## src/rtl/clock_domain_export.sv

```systemverilog
// Purpose : source end of a two-phase toggle handshake; words queued in a small FIFO are
//           sent one at a time by presenting handshake_data, then inverting handshake_req.
// Latency : stb at edge E0 (idle, empty) -> handshake_data valid after E1, req toggles at E2;
//           ack change -> ack_sync match after 2 edges -> IDLE on the next edge.
// Backpressure: ready = !full; a strobe while full drops the word and pulses overflow.
//
// Ports:
//   clk, rst_n        source-domain clock, asynchronous active-low reset
//   data, stb         write word and one-cycle write strobe (accepted when ready=1)
//   ready, overflow   FIFO not full / one-cycle pulse after a dropped word
//   busy              FIFO non-empty or a transfer in progress
//   handshake_data    word presented to the other domain
//   handshake_req     toggles once per word
//   handshake_ack     peer acknowledge, asynchronous to clk (synchronized before use)
module clock_domain_export #(
   parameter int SIZE  = 8,
   parameter int DEPTH = 2
) (
   input  logic            clk,
   input  logic            rst_n,
   input  logic [SIZE-1:0] data,
   input  logic            stb,
   output logic            ready,
   output logic            overflow,
   output logic            busy,
   output logic [SIZE-1:0] handshake_data,
   output logic            handshake_req,
   input  logic            handshake_ack
);

   localparam int AW = $clog2(DEPTH);
   localparam int CW = AW + 1;

   typedef enum logic [1:0] {
      S_RESYNC,
      S_IDLE,
      S_SETUP,
      S_WAIT
   } state_e;

   // ------------------------------------------------------------------
   // Acknowledge synchronizer: the only place handshake_ack is consumed.
   // ------------------------------------------------------------------
   logic ack_meta_q;
   logic ack_sync_q;

   always_ff @(posedge clk or negedge rst_n) begin
      if (!rst_n) begin
         ack_meta_q <= 1'b0;
         ack_sync_q <= 1'b0;
      end else begin
         ack_meta_q <= handshake_ack;
         ack_sync_q <= ack_meta_q;
      end
   end

   // ------------------------------------------------------------------
   // FIFO
   // ------------------------------------------------------------------
   logic [SIZE-1:0] mem_q [DEPTH];
   logic [AW-1:0]   wr_ptr_q, wr_ptr_d;
   logic [AW-1:0]   rd_ptr_q, rd_ptr_d;
   logic [CW-1:0]   count_q, count_d;
   logic            overflow_q, overflow_d;
   logic            full;
   logic            empty;
   logic            push;
   logic            pop;

   assign full  = (count_q == CW'(DEPTH));
   assign empty = (count_q == '0);
   // Fullness is judged on the current count, so a push while full is
   // dropped even when a pop frees a slot in the same cycle.
   assign push  = stb && !full;

   always_comb begin
      wr_ptr_d   = wr_ptr_q;
      rd_ptr_d   = rd_ptr_q;
      count_d    = count_q;
      overflow_d = stb && full;
      if (push) begin
         wr_ptr_d = wr_ptr_q + AW'(1);
      end
      if (pop) begin
         rd_ptr_d = rd_ptr_q + AW'(1);
      end
      if (push && !pop) begin
         count_d = count_q + CW'(1);
      end else if (!push && pop) begin
         count_d = count_q - CW'(1);
      end
   end

   always_ff @(posedge clk or negedge rst_n) begin
      if (!rst_n) begin
         wr_ptr_q   <= '0;
         rd_ptr_q   <= '0;
         count_q    <= '0;
         overflow_q <= 1'b0;
      end else begin
         wr_ptr_q   <= wr_ptr_d;
         rd_ptr_q   <= rd_ptr_d;
         count_q    <= count_d;
         overflow_q <= overflow_d;
      end
   end

   // Storage needs no reset: the count alone decides what is valid.
   always_ff @(posedge clk) begin
      if (push) begin
         mem_q[wr_ptr_q] <= data;
      end
   end

   // ------------------------------------------------------------------
   // Handshake state machine
   // ------------------------------------------------------------------
   state_e          state_q, state_d;
   logic [1:0]      rcnt_q, rcnt_d;
   logic            req_q, req_d;
   logic [SIZE-1:0] hs_data_q, hs_data_d;

   // State register
   always_ff @(posedge clk or negedge rst_n) begin
      if (!rst_n) begin
         state_q   <= S_RESYNC;
         rcnt_q    <= 2'd0;
         req_q     <= 1'b0;
         hs_data_q <= '0;
      end else begin
         state_q   <= state_d;
         rcnt_q    <= rcnt_d;
         req_q     <= req_d;
         hs_data_q <= hs_data_d;
      end
   end

   // Next-state logic
   always_comb begin
      state_d = state_q;
      case (state_q)
         // Two edges fill the synchronizer; the third edge samples a valid ack_sync.
         S_RESYNC: if (rcnt_q == 2'd2)        state_d = S_IDLE;
         S_IDLE:   if (!empty)                state_d = S_SETUP;
         S_SETUP:                             state_d = S_WAIT;
         S_WAIT:   if (ack_sync_q == req_q)   state_d = S_IDLE;
         default:                             state_d = S_RESYNC;
      endcase
   end

   // Output / datapath logic
   always_comb begin
      rcnt_d    = rcnt_q;
      req_d     = req_q;
      hs_data_d = hs_data_q;
      pop       = 1'b0;
      case (state_q)
         S_RESYNC: begin
            rcnt_d = rcnt_q + 2'd1;
            if (rcnt_q == 2'd2) begin
               // Adopt the peer's phase so a one-sided reset does not look
               // like a completed (or newly started) transfer.
               req_d  = ack_sync_q;
               rcnt_d = 2'd0;
            end
         end
         S_IDLE: begin
            if (!empty) begin
               hs_data_d = mem_q[rd_ptr_q];
               pop       = 1'b1;
            end
         end
         // Data was loaded one edge earlier, so it is stable before req moves.
         S_SETUP: req_d = ~req_q;
         default: ;
      endcase
   end

   assign ready          = !full;
   assign overflow       = overflow_q;
   assign busy           = !empty || (state_q != S_IDLE);
   assign handshake_data = hs_data_q;
   assign handshake_req  = req_q;

endmodule

```

## config.mk

```make
export PLATFORM = sky130hd
export DESIGN_NAME = clock_domain_export
export DESIGN_NICKNAME = d
export VERILOG_FILES = /design/src/rtl/clock_domain_export.sv
export SDC_FILE = /design/constraint.sdc
export NUM_CORES = 1
export LEC_CHECK = 0
export BUFFER_PORTS_ARGS = -buffer_cell sky130_fd_sc_hd__buf_2
export CAP_MARGIN = 10
export CORE_MARGIN = 5
export CORE_UTILIZATION = 50
export DETAILED_ROUTE_END_ITERATION = 12
export PLACE_DENSITY = 0.72
export SETUP_SLACK_MARGIN = 0.02
export SYNTH_ARGS = -nofsm -noshare
export SYNTH_HDL_FRONTEND = slang
export SYNTH_SLANG_ARGS = --single-unit
```

## constraint.sdc

```tcl
create_clock -name clk -period 3.65 [get_ports clk]
set_input_delay 0.365 -clock clk [delete_from_list [all_inputs] [get_ports clk]]
set_output_delay 0.365 -clock clk [all_outputs]
set_load 0.01 [all_outputs]
```

======== Word level (Yosys, flattened, before mapping) ========
Memory sizes are Yosys's and may differ from the RTL's. A register that Yosys moved wholly into a read port is not among the register bits.
Cells that the tools add are included.
word-level totals
  bits in registers ....................... 12
  bits in writable memories ............... 16
  bits of input ports ..................... 12
  output and inout bits ................... 12
  word-level logic and storage cells ...... 57
  memories kept ........................... 1
memories
  name   words  width  read ports  clocked after memory_dff  wr ports  line  source
  mem_q  2      8      1           1                         1         60    logic [SIZE-1:0] mem_q [DEPTH];
cells by class
  add/subtract/negate cells ............... 5
  eq/ne operators ......................... 10
  muxes and demuxes ....................... 13
  bitwise gates (word level) .............. 2
  reductions and logical operators ........ 17
operators by type and width
  kind                                                    number
  2-to-1 mux 2 bit                                        6
  == test 2 bit (second input constant)                   4
  one-hot mux 2 bit (4 select lines)                      1
  inequality test 2 bit (second input constant)           3
  logical NOT 1 bit                                       5
  2-to-1 mux 1 bit                                        5
  adder 2 x 1 -> 2 bit (second input constant)            2
  logical AND 1 bit                                       4
  logical NOT 2 bit                                       2
  AND reduction 2 bit                                     2
  nonzero test 2 bit                                      2
  AND reduction 3 bit                                     1
  adder 1 bit (second input constant)                     2
  == test 2 x 1 -> 1 bit (second input constant)          1
  inequality test 2 x 1 -> 1 bit (second input constant)  1
  NOT 1 bit                                               2
  one-hot mux 1 bit (2 select lines)                      1
  subtractor 2 x 1 -> 2 bit (second input constant)       1
  == test 1 bit                                           1
  logical OR 1 bit                                        1

======== Logic depth before layout (Yosys ltp) ========
Gate-level depths: netlist (run 1).
  word-level depth ........................ 7
  depth in mapped cells ................... 8
  gate-level depth less buffers ........... 7

======== Worst setup path after synthesis (run 1) ========
Ideal clock, no wire load.
  kind .................................... flip-flop to flip-flop
  start point ............................. register state_q[1]
  end point ............................... register count_q[1]
  arrival time ............................ 1.566 ns
  data required time ...................... 3.525 ns
  slack ................................... 1.959 ns
  cell stages (with the launch flop) ...... 9
  path buffers ............................ 1
  cells stage by stage .................... dfrtp_1 > inv_1 > ha_1 > o21ai_1 > buf_2 > ha_1 > xor2_1 > nor2_1 > xor2_1
between the ends
  longest elaborated chain between the ends .. 5
  elaborated cells on any way between the ends .. 7
  those cells by class .................... 1 x eq/ne; 2 x mux; 4 x reduce/logical
ends and longest elaborated chain
  element                                                        line  source
  from (decl)                                                    118   state_e state_q, state_d;
  from (signal assigned)                                         131   state_q <= state_d;
  == test 2 x 1 -> 1 bit (*)                                     157   case (state_q)
  2-to-1 mux 1 bit (*)                                           157
  logical NOT 1 bit                                              87    if (push && !pop) begin
  logical AND 1 bit                                              87
  2-to-1 mux 2 bit / nonzero test 2 bit (equally long branches)  --
  to (signal assigned)                                           103   count_q <= count_d;
  to (decl)                                                      63    logic [CW-1:0] count_q, count_d;
Mark *: on every way between the ends. The rest lies on a longest branch, timed or not.
A chain may end at the register's enable or synchronous reset.

======== Final worst setup path (run 1) ========
  start point ............................. register count_q[0]
  end point ............................... register count_q[1]
between the ends
  longest elaborated chain between the ends .. 6
  elaborated cells on any way between the ends .. 15
  those cells by class .................... 2 x add/sub; 1 x eq/ne; 4 x mux; 8 x reduce/logical
ends and longest elaborated chain
  element                                                        line
  logical NOT 2 bit / == test 2 bit (equally long branches)      71, 70
  2-to-1 mux 1 bit / logical NOT 1 bit (equally long branches)   168, 74
  2-to-1 mux 1 bit / logical AND 1 bit (equally long branches)   157, 74
  logical NOT 1 bit (on tied branches)                           87, 89
  logical AND 1 bit (on tied branches)                           87, 89
  2-to-1 mux 2 bit / nonzero test 2 bit (equally long branches)  --
Parallel ways exist; a longest one is shown, timed or not. The select of a mux whose other input is x is not followed.

==> results of run 1 <==
==> cell usage after synthesis, drive strengths merged (2+ instances only) <==
master  instances  area, um^2
inv             5        18.8
o21ai           9        45.0
nand2b          2        12.5
mux2            2        22.5
a21oi           2        10.0
ha              5        62.6
xnor2           3        26.3
mux2i          10         100
nor2            5        21.3
nand2          12        45.0
xor2            3        26.3
edfxtp         16         480
dfrtp          20         500
==> worst paths after layout <==
check,startpoint,end,depth (start not counted)
setup / recovery,count_q[0]$_DFFE_PN0P_,count_q[1]$_DFFE_PN0P_,4
hold / removal,handshake_ack,ack_meta_q$_DFF_PN0_,1
setup reg to reg,count_q[0]$_DFFE_PN0P_,count_q[1]$_DFFE_PN0P_,4
hold reg to reg,ack_meta_q$_DFF_PN0_,ack_sync_q$_DFF_PN0_,0
max in group asynchronous,rst_n,rcnt_q[0]$_DFFE_PN0N_,2
min in group asynchronous,rst_n,overflow$_DFF_PN0_,2
==> through the flow <==
stage | power (W) | worst slack [ns] | instance area (um^2) | instances | utilization (%)
after floorplan | 0.00102 | 1.96 | 1420 | 101 | -
after global placement | 0.00115 | 1.61 | 1570 | 153 | 57.3
after detailed placement | 0.00117 | 1.56 | 1570 | 153 | 57.3
after CTS | 0.00144 | 1.52 | 1650 | 162 | 60.4
after global routing | 0.00154 | 1.31 | 1650 | 162 | 60.4
final | 0.00142 | 1.54 | 1650 | 162 | 60.4
==> logic make-up after synthesis <==
logic type	share of synthesized area [%]
compound gates	5.20
buf+inv	1.94
xor+xnor	3.70
flops	69.1
fa+ha+maj	4.41
mux	8.63
simple gates	7.05
==> worst max-delay path, cell delays in order (launching register included) <==
cell and delay (ns):
dfrtp_1 0.46, o21ai_1 0.88, ha_1 0.42, nor2_1 0.14, xor2_1 0.15
==> state kept, by name, indices dropped and copies added, names as in the netlist, 2 cells and up <==
| register | cells |
|---|---|
| rcnt_q | 2 |
| state_q | 2 |
| mem_q | 16 |
| handshake_data | 8 |
| count_q | 2 |
==> metal layers <==
layer | vias to the layer above | global-route usage (%)
met5 | - | 0
met4 | 0 | 3.90
met3 | 2 | 6.39
met2 | 17 | 19.7
met1 | 384 | 14.2
li1 | 406 | -
==> power groups by stage <==
| stage | Clock [W] | Sequential, W | Combinational (W) |
|---|---|---|---|
| 2_1_floorplan | 0 | 0.000678 | 0.000343 |
| 3_3_place_gp | 0 | 0.000683 | 0.000465 |
| 3_5_place_dp | 0 | 0.000691 | 0.000484 |
| 4_1_cts | 0.000272 | 0.000683 | 0.000487 |
| 5_1_grt | 0.000294 | 0.000700 | 0.000542 |
| 6_report | 0.000265 | 0.000680 | 0.000474 |
==> final cells by class <==
class / count / area share (%)
sequential: 36 / 59.4
timing repair buffer: 24 / 7.58
clock buffer: 5 / 2.27
clock inverter: 3 / 2.27
inverter: 5 / 1.14
tap: 31 / 2.35
multi-input combinational: 58 / 24.9
==> layout by cell type, fill, tap and decap left out <==
master	count
or2_2	1
o21ai_0	8
dfrtp_1	20
inv_1	5
mux2i_1	10
mux2_1	1
and3_1	1
a311oi_1	1
a21oi_1	2
nor2_2	1
clkinv_1	2
clkbuf_4	5
mux2_2	1
nand2_1	12
nand2b_1	2
a222oi_1	1
xor2_1	3
o21ai_1	1
buf_2	23
dlygate4sd3_1	1
nor2_1	4
xnor2_1	3
ha_1	5
bufinv_16	1
or3b_2	1
edfxtp_1	16
==> results.toml, run 1 <==
[synth]
ys_seq_area_share_pct = 69.1
synth_edf_count = 16
synthArstFlopShare_pct = 55.6
avgSynthCellArea_um2 = 14.1
synthesis.area_um2 = 1420
ys_ff_latch = 36
synth_top_flop_cell = "dfrtp_1"
yosys_warnings = 0
syn_inst = 101
yosysUniqueCellTypes = 23
synth_nets = 118

[clock_tree]
insertion_delay_ns = 0.34
clock-sinks = 36
cts_resized = 0
cts_tree = "built"
clk_pin_slew_worst_paths_ns = 0.11
numCtsBuffers = 5
cts_hold_buf = 1
cts_max_path_buffers = 2
postCtsSetupRepairBufs = 0
htreeDepth = 2
cts-root-buf = "clkbuf_4"

[timing]
setup_violations = 0
hold_violations = 0
period_minus_slack_ns = 2.11
skew_ns = 0.0176
slew_viol_final = 0
period_share_pct = 57.8
clock.fmax_ghz = 0.474
tightest_slew_ns = 1.10
whs_ns = 0.129
relSlewSlack_pct = 26.3
rsz0062_at_grt = "no"
fin_tns_setup_ns = 0

[final_layout]
syn_to_final_growth_pct = 16.2
layout-drive-gt1-share_pct = 25.2
seqCellArea_um2 = 981
multiInputGateArea_um2 = 412
final_nets = 147
fill_cells = 210
n_antenna_cell = 0

[power_and_ir_drop]
power_density_nw_per_um2 = 860
combPwrFrac_pct = 33.4
swShare_pct = 33.9
net-switching-power_w = 0.000482
seqPwrFrac_pct = 48.0
vdd_drop_max_mv = 0.652
clkPwrFrac_pct = 18.7
leakage_nw = 0.750
p_int_w = 0.000937

[setup_path]
crit_fanout = 18
critPathKind = "register to register"
cp-start-kind = "register"
crit_arrival_ns = 2.38
critPathCaptureType = "register"
required_ns = 3.92
worst-r2r-setup-slack_ns = 1.54

[outcome]
status = "completed"

[floorplanning]
rows = 19
die_width_um = 63.3
initial_utilization_pct = 51.9
dieArea_um2 = 4010
ios = 24
design.core.area_um2 = 2730
die_h_um = 63.3

[detailed_routing]
routedWlPerCell_um = 13.5
ant_nets = 0
vias_per_cell = 4.99
drt_iter0_drc = 30
via_count = 809
highest_layer = "met4"
drc_errors = 0
drt_wl_total_um = 2190
route.met3.wl_um = 131
routedLengthMet1_um = 868
wl_met2_um = 1170
dr.pass1.iters = 4

[global_routing]
antenna_found_initial = 0
grt-ovfl-total = 0
first_global_vias = 802
grt_max_degree = 21
grt_pass1_wl_um = 3740
grtUsageTotal_pct = 12.3

[place]
port_buffers = 23
hpwl_um = 1520
place.gp.congestion = 0.766

[job]
drv_cap = 0

[worst_hold_path]
hold_class = "primary input to register"
Power figures use the tool's default switching activity.
==> run 2: changes to the inputs <==
--- a/config.mk
+++ b/config.mk
@@ -8,9 +8,9 @@
 export BUFFER_PORTS_ARGS = -buffer_cell sky130_fd_sc_hd__buf_2
 export CAP_MARGIN = 10
 export CORE_MARGIN = 5
-export CORE_UTILIZATION = 50
+export CORE_UTILIZATION = 48
 export DETAILED_ROUTE_END_ITERATION = 12
-export PLACE_DENSITY = 0.72
+export PLACE_DENSITY = 0.73
 export SETUP_SLACK_MARGIN = 0.02
 export SYNTH_ARGS = -nofsm -noshare
 export SYNTH_HDL_FRONTEND = slang
==> constraint.sdc (replaced) <==
create_clock -name clk -period 1.8 [get_ports clk]
set_input_delay 0.18 -clock clk [delete_from_list [all_inputs] [get_ports clk]]
set_output_delay 0.18 -clock clk [all_outputs]
set_load 0.01 [all_outputs]
==> run 2 against run 1 <==
Effect of this change:
- non-clock buffer count increased by 11
- total power increased by 97%
- fmax increased by 26%
- register-to-register slack got worse by 1.4 ns
- first-iteration DRC count increased by 93%
- critical endpoint is now state_q[1]$_DFFE_PN0P_
==> results.toml, run 2 (synthesis gave the netlist of run 1 again) <==
[outcome]
status = "completed"

[power_and_ir_drop]
combPwrFrac_pct = 35.8
vdd_drop_max_mv = 0.814
net-switching-power_w = 0.000996
finalPower_w = 0.00280
swShare_pct = 35.6
p_int_w = 0.00180
clkPwrFrac_pct = 14.8
leakage_nw = 0.783
seqPwrFrac_pct = 49.4
power_density_nw_per_um2 = 1610

[floorplanning]
dieArea_um2 = 4150
die_width_um = 64.4
ios = 24
die_h_um = 64.4
design.core.area_um2 = 2810
initial_utilization_pct = 50.6
rows = 19

[detailed_routing]
drt_iter0_drc = 58
via_count = 862
ant_nets = 0
drc_errors = 0
vias_per_cell = 4.98
routedWlPerCell_um = 13.3
dr.pass1.iters = 6
drt_wl_total_um = 2310

[setup_path]
crit_fanout = 7
critPathCaptureType = "register"
cp-start-kind = "register"
rr_startpoint = "state_q[0]$_DFFE_PN0P_"
timing.rr.end = "state_q[1]$_DFFE_PN0P_"
worst-r2r-setup-slack_ns = 0.12
required_ns = 2.03
reg2reg_depth = 4
critPathKind = "register to register"
crit_arrival_ns = 1.91
crit_start = "state_q[0]$_DFFE_PN0P_"

[timing]
skew_ns = 0.00671
period_minus_slack_ns = 1.68
fin_tns_setup_ns = 0
setup_violations = 0
tightest_slew_ns = 0.465
relSlewSlack_pct = 69.0
slew_viol_final = 0
period_share_pct = 93.2
rsz0062_at_grt = "no"
clock.fmax_ghz = 0.596
hold_violations = 0

[clock_tree]
cts_tree = "built"
clock-sinks = 36
cts_max_path_buffers = 2
numCtsBuffers = 5
insertion_delay_ns = 0.34
cts-root-buf = "clkbuf_4"
clk_pin_slew_worst_paths_ns = 0.11
cts_resized = 0
htreeDepth = 2

[place]
place.gp.congestion = 0.721
hpwl_um = 1570
port_buffers = 23

[global_routing]
grt-ovfl-total = 0
grtUsageTotal_pct = 12.7
antenna_found_initial = 0
first_global_vias = 858
grt_pass1_wl_um = 3800
grt_max_degree = 21

[final_layout]
final_common_cell = "buf_2"
top_register = "mem_q"
layout-drive-gt1-share_pct = 24.6
fill_cells = 227
syn_to_final_growth_pct = 22.0
final_nets = 158
final_cell_mix = "23 x buf_2, 20 x dfrtp_1, 16 x edfxtp_1"
n_antenna_cell = 0
largest_register_ff_count = 16

[worst_hold_path]
whs_path_depth = 3
worstHoldStart = "stb"
hold_class = "primary input to register"
min_to = "overflow$_DFF_PN0_"

[job]
drv_cap = 0
==> run 2: cell count changes in the layout (fill, tap and decap cells not counted), sizes merged <==
cell         delta
buf             +2
bufinv          -1
clkbuf          +1
clkinv          -1
clkinvlp        +1
dlygate4sd3     +9
==> run 2: layout make-up <==
class | count | area [um^2] | area share, %
clock buffer | 6 | 41.3 | 2.38
tap | 31 | 38.8 | 2.24
multi-input combinational | 58 | 412 | 23.8
clock inverter | 2 | 11.3 | 0.650
sequential | 36 | 981 | 56.6
inverter | 5 | 18.8 | 1.08
timing repair buffer | 35 | 230 | 13.3
==> run 2: worst max-delay path, stage by stage, from the launching register on <==
cell and delay [ns]:
dfrtp_1 0.39, inv_1 0.09, ha_1 0.28, a222oi_1 0.44, mux2_1 0.37
==> run 2: per-stage QoR <==
step / utilization (%) / worst slack (ns) / area, um^2 / hold WS [ns] / cells
2_1_floorplan: - / 0.109 / 1420 / -0.116 / 101
5_1_grt: 61.8 / 0.0367 / 1730 / 0.0373 / 173
3_5_place_dp: 56.3 / 0.0990 / 1580 / 0.154 / 155
3_3_place_gp: 56.3 / 0.175 / 1580 / 0.147 / 155
4_1_cts: 58.9 / 0.0811 / 1650 / 0.00121 / 165
6_report: 61.8 / 0.122 / 1730 / 0.0532 / 173
==> run 2: what timing repair did <==
action / 4_1_cts / 5_1_grt
setup endpoints to repair: 0 / 1
setup buffers: 0 / 0
endpoints found under the hold margin: 21 / 15
hold buffers: 2 / 8
==> run 2: worst max path at each step <==
stage | cells after the start | endpoint | slack, ns
floorplan | 8 | count_q[1]$_DFFE_PN0P_ | 0.11
global placement | 4 | state_q[1]$_DFFE_PN0P_ | 0.17
detailed placement | 4 | state_q[1]$_DFFE_PN0P_ | 0.1
CTS | 4 | state_q[1]$_DFFE_PN0P_ | 0.08
global route | 4 | state_q[1]$_DFFE_PN0P_ | 0.04
finish | 4 | state_q[1]$_DFFE_PN0P_ | 0.12
==> run 2: power groups by stage <==
stage	combinational, W	sequential [W]	clock (W)
after floorplan	0.000696	0.00137	0
after global placement	0.000963	0.00138	0
after detailed placement	0.00101	0.00140	0
after CTS	0.00101	0.00138	0.000426
after global routing	0.00114	0.00142	0.000470
final	0.00100	0.00138	0.000414
==> run 2: routing by layer <==
layer  track usage (%)  up-vias  wire, um
met5                 0        -         0
met4              9.50        0        75
met3              4.73        8       116
met2              20.1       22      1140
met1              13.8      405       976
li1                  -      427         -
==> run 3: changes to the inputs <==
--- a/config.mk
+++ b/config.mk
@@ -11,6 +11,7 @@
 export CORE_UTILIZATION = 48
 export DETAILED_ROUTE_END_ITERATION = 12
 export PLACE_DENSITY = 0.73
+export RECOVER_POWER = 50
 export SETUP_SLACK_MARGIN = 0.02
 export SYNTH_ARGS = -nofsm -noshare
 export SYNTH_HDL_FRONTEND = slang
==> run 3 against run 2 <==
Effect of this change:
- clock skew about the same
- flip-flop and latch count unchanged
- combinational power about the same
- total power down 0.21%
- first-iteration DRC count unchanged
- global-route usage unchanged
- register-to-register slack about the same
- critical endpoint unchanged
==> results.toml, run 3 (synthesis gave the netlist of run 1 again) <==
[detailed_routing]
via_count = 862
dr.pass1.iters = 6
ant_nets = 0
vias_per_cell = 4.98
drt_iter0_drc = 58
drc_errors = 0
drt_wl_total_um = 2310
routedWlPerCell_um = 13.4

[global_routing]
grt_util_met2_pct = 20.1
grt_util_met3_pct = 4.73
grt-ovfl-total = 0
antenna_found_initial = 0
grt.busiest_layer = "met2"
grt_pass1_wl_um = 3800
first_global_vias = 858
grtUsageTotal_pct = 12.7
grtUsageMet1_pct = 13.8
grt_max_degree = 21

[timing]
skew_ns = 0.00679
relSlewSlack_pct = 28.9
slew_viol_final = 0
hold_violations = 0
tightest_slew_ns = 1.07
setup_violations = 0
clock.fmax_ghz = 0.596
fin_tns_setup_ns = 0
period_minus_slack_ns = 1.68
rsz0062_at_grt = "no"
whs_ns = 0.0534
period_share_pct = 93.2

[place]
place.gp.congestion = 0.721
port_buffers = 23
hpwl_um = 1570

[setup_path]
cpPeakStageDelay_ns = 0.44
crit_arrival_ns = 1.91
path_cells = "inv_1 > ha_1 > a222oi_1 > mux2_1"
critPathBufInv = 1
cp.depth = 4
critPathKind = "register to register"
crit_family = "compound AO/OA/AOI/OAI gates"
crit_start = "state_q[0]$_DFFE_PN0P_"
crit_fanout = 7
rr_startpoint = "state_q[0]$_DFFE_PN0P_"
reg2reg_depth = 4
required_ns = 2.03
cp-start-kind = "register"
slowest_stage = "a222oi_1"
timing.rr.end = "state_q[1]$_DFFE_PN0P_"
crit_path_end = "state_q[1]$_DFFE_PN0P_"
critPathCaptureType = "register"
worst-r2r-setup-slack_ns = 0.12

[floorplanning]
dieArea_um2 = 4150
die_width_um = 64.4
die_h_um = 64.4
rows = 19
design.core.area_um2 = 2810
initial_utilization_pct = 50.6
ios = 24

[power_and_ir_drop]
finalPower_w = 0.00279
vdd_drop_max_mv = 0.814
power_density_nw_per_um2 = 1620
leakage_nw = 0.765

[clock_tree]
cts_tree = "built"
clk_pin_slew_worst_paths_ns = 0.11
cts-root-buf = "clkbuf_4"
cts_max_path_buffers = 2
numCtsBuffers = 5
clock-sinks = 36
insertion_delay_ns = 0.34
htreeDepth = 2

[final_layout]
multiInputGateArea_um2 = 412
layout-drive-gt1-share_pct = 20.4
n_antenna_cell = 0
largest_register_ff_count = 16
seqCellArea_um2 = 981
final_nets = 158
syn_to_final_growth_pct = 21.5
final_common_cell = "dfrtp_1"
top_register = "mem_q"
fill_cells = 231
final_cell_mix = "20 x dfrtp_1, 16 x buf_2, 16 x edfxtp_1"

[job]
drv_cap = 0

[outcome]
status = "completed"

[worst_hold_path]
hold_class = "primary input to register"
-- run 3: changes by cell type in the layout (fill, tap and decap cells not counted), sizes merged --
cell and delta:
buf -7, clkbuf +7
-- run 3: final cells by class --
cell class,count,share of cell area (%)
Timing Repair Buffer,35,12.9
Inverter,5,1.09
Multi-Input combinational cell,58,23.9
Clock inverter,2,0.653
Tap cell,31,2.25
Clock buffer,6,2.39
Sequential cell,36,56.9
-- run 3: metrics by stage --
step | setup slack, ns | util [%] | std cells | area (um^2)
detailed placement | 0.0990 | 56.3 | 155 | 1580
global placement | 0.175 | 56.3 | 155 | 1580
floorplan | 0.109 | - | 101 | 1420
CTS | 0.0811 | 58.9 | 165 | 1650
finish | 0.122 | 61.5 | 173 | 1730
global route | 0.0367 | 61.5 | 173 | 1730
-- run 3: what timing repair did --
item                                    CTS  global route
resized for setup                         0             0
setup buffers                             0             0
hold buffers                              2             8
endpoints found under the setup margin    0             1
hold endpoints to repair                 21            15
-- run 3: layer usage --
metal	routed length (um)	vias up	part of all wire, %
met3	117	8	5.1
met4	75	0	3.2
met5	0	-	0
met2	1140	22	49
met1	978	404	42
li1	-	428	-
-- run 3: worst reg2reg max path, delay by kind of cell (launching register included) --
| kind | cells | cell delay (ns) |
|---|---|---|
| flops | 1 | 0.39 |
| mux | 1 | 0.37 |
| compound gates | 1 | 0.44 |
| buf+inv | 1 | 0.09 |
| fa+ha+maj | 1 | 0.28 |
-- run 3: worst min-delay path by stage --
| stage | start | endpoint | slack (ns) | depth (start not counted) |
|---|---|---|---|---|
| after CTS | data[4] | mem_q[1][4]$_DFFE_PP_ | 0.001 | 1 |
| after global routing | stb | overflow$_DFF_PN0_ | 0.04 | 3 |
| after floorplan | rst_n | ack_meta_q$_DFF_PN0_ | -0.12 | 0 |
| final | stb | overflow$_DFF_PN0_ | 0.05 | 3 |
| after detailed placement | rst_n | count_q[1]$_DFFE_PN0P_ | 0.15 | 1 |
| after global placement | rst_n | count_q[1]$_DFFE_PN0P_ | 0.15 | 1 |
-- run 3: power breakdown --
group          switching [W]  total [W]  leakage, nW  internal [W]
clock               0.000266   0.000414       0.0259      0.000149
sequential          0.000216    0.00138        0.388       0.00117
combinational       0.000515   0.000996        0.351      0.000481
total               0.000996    0.00279        0.765       0.00180
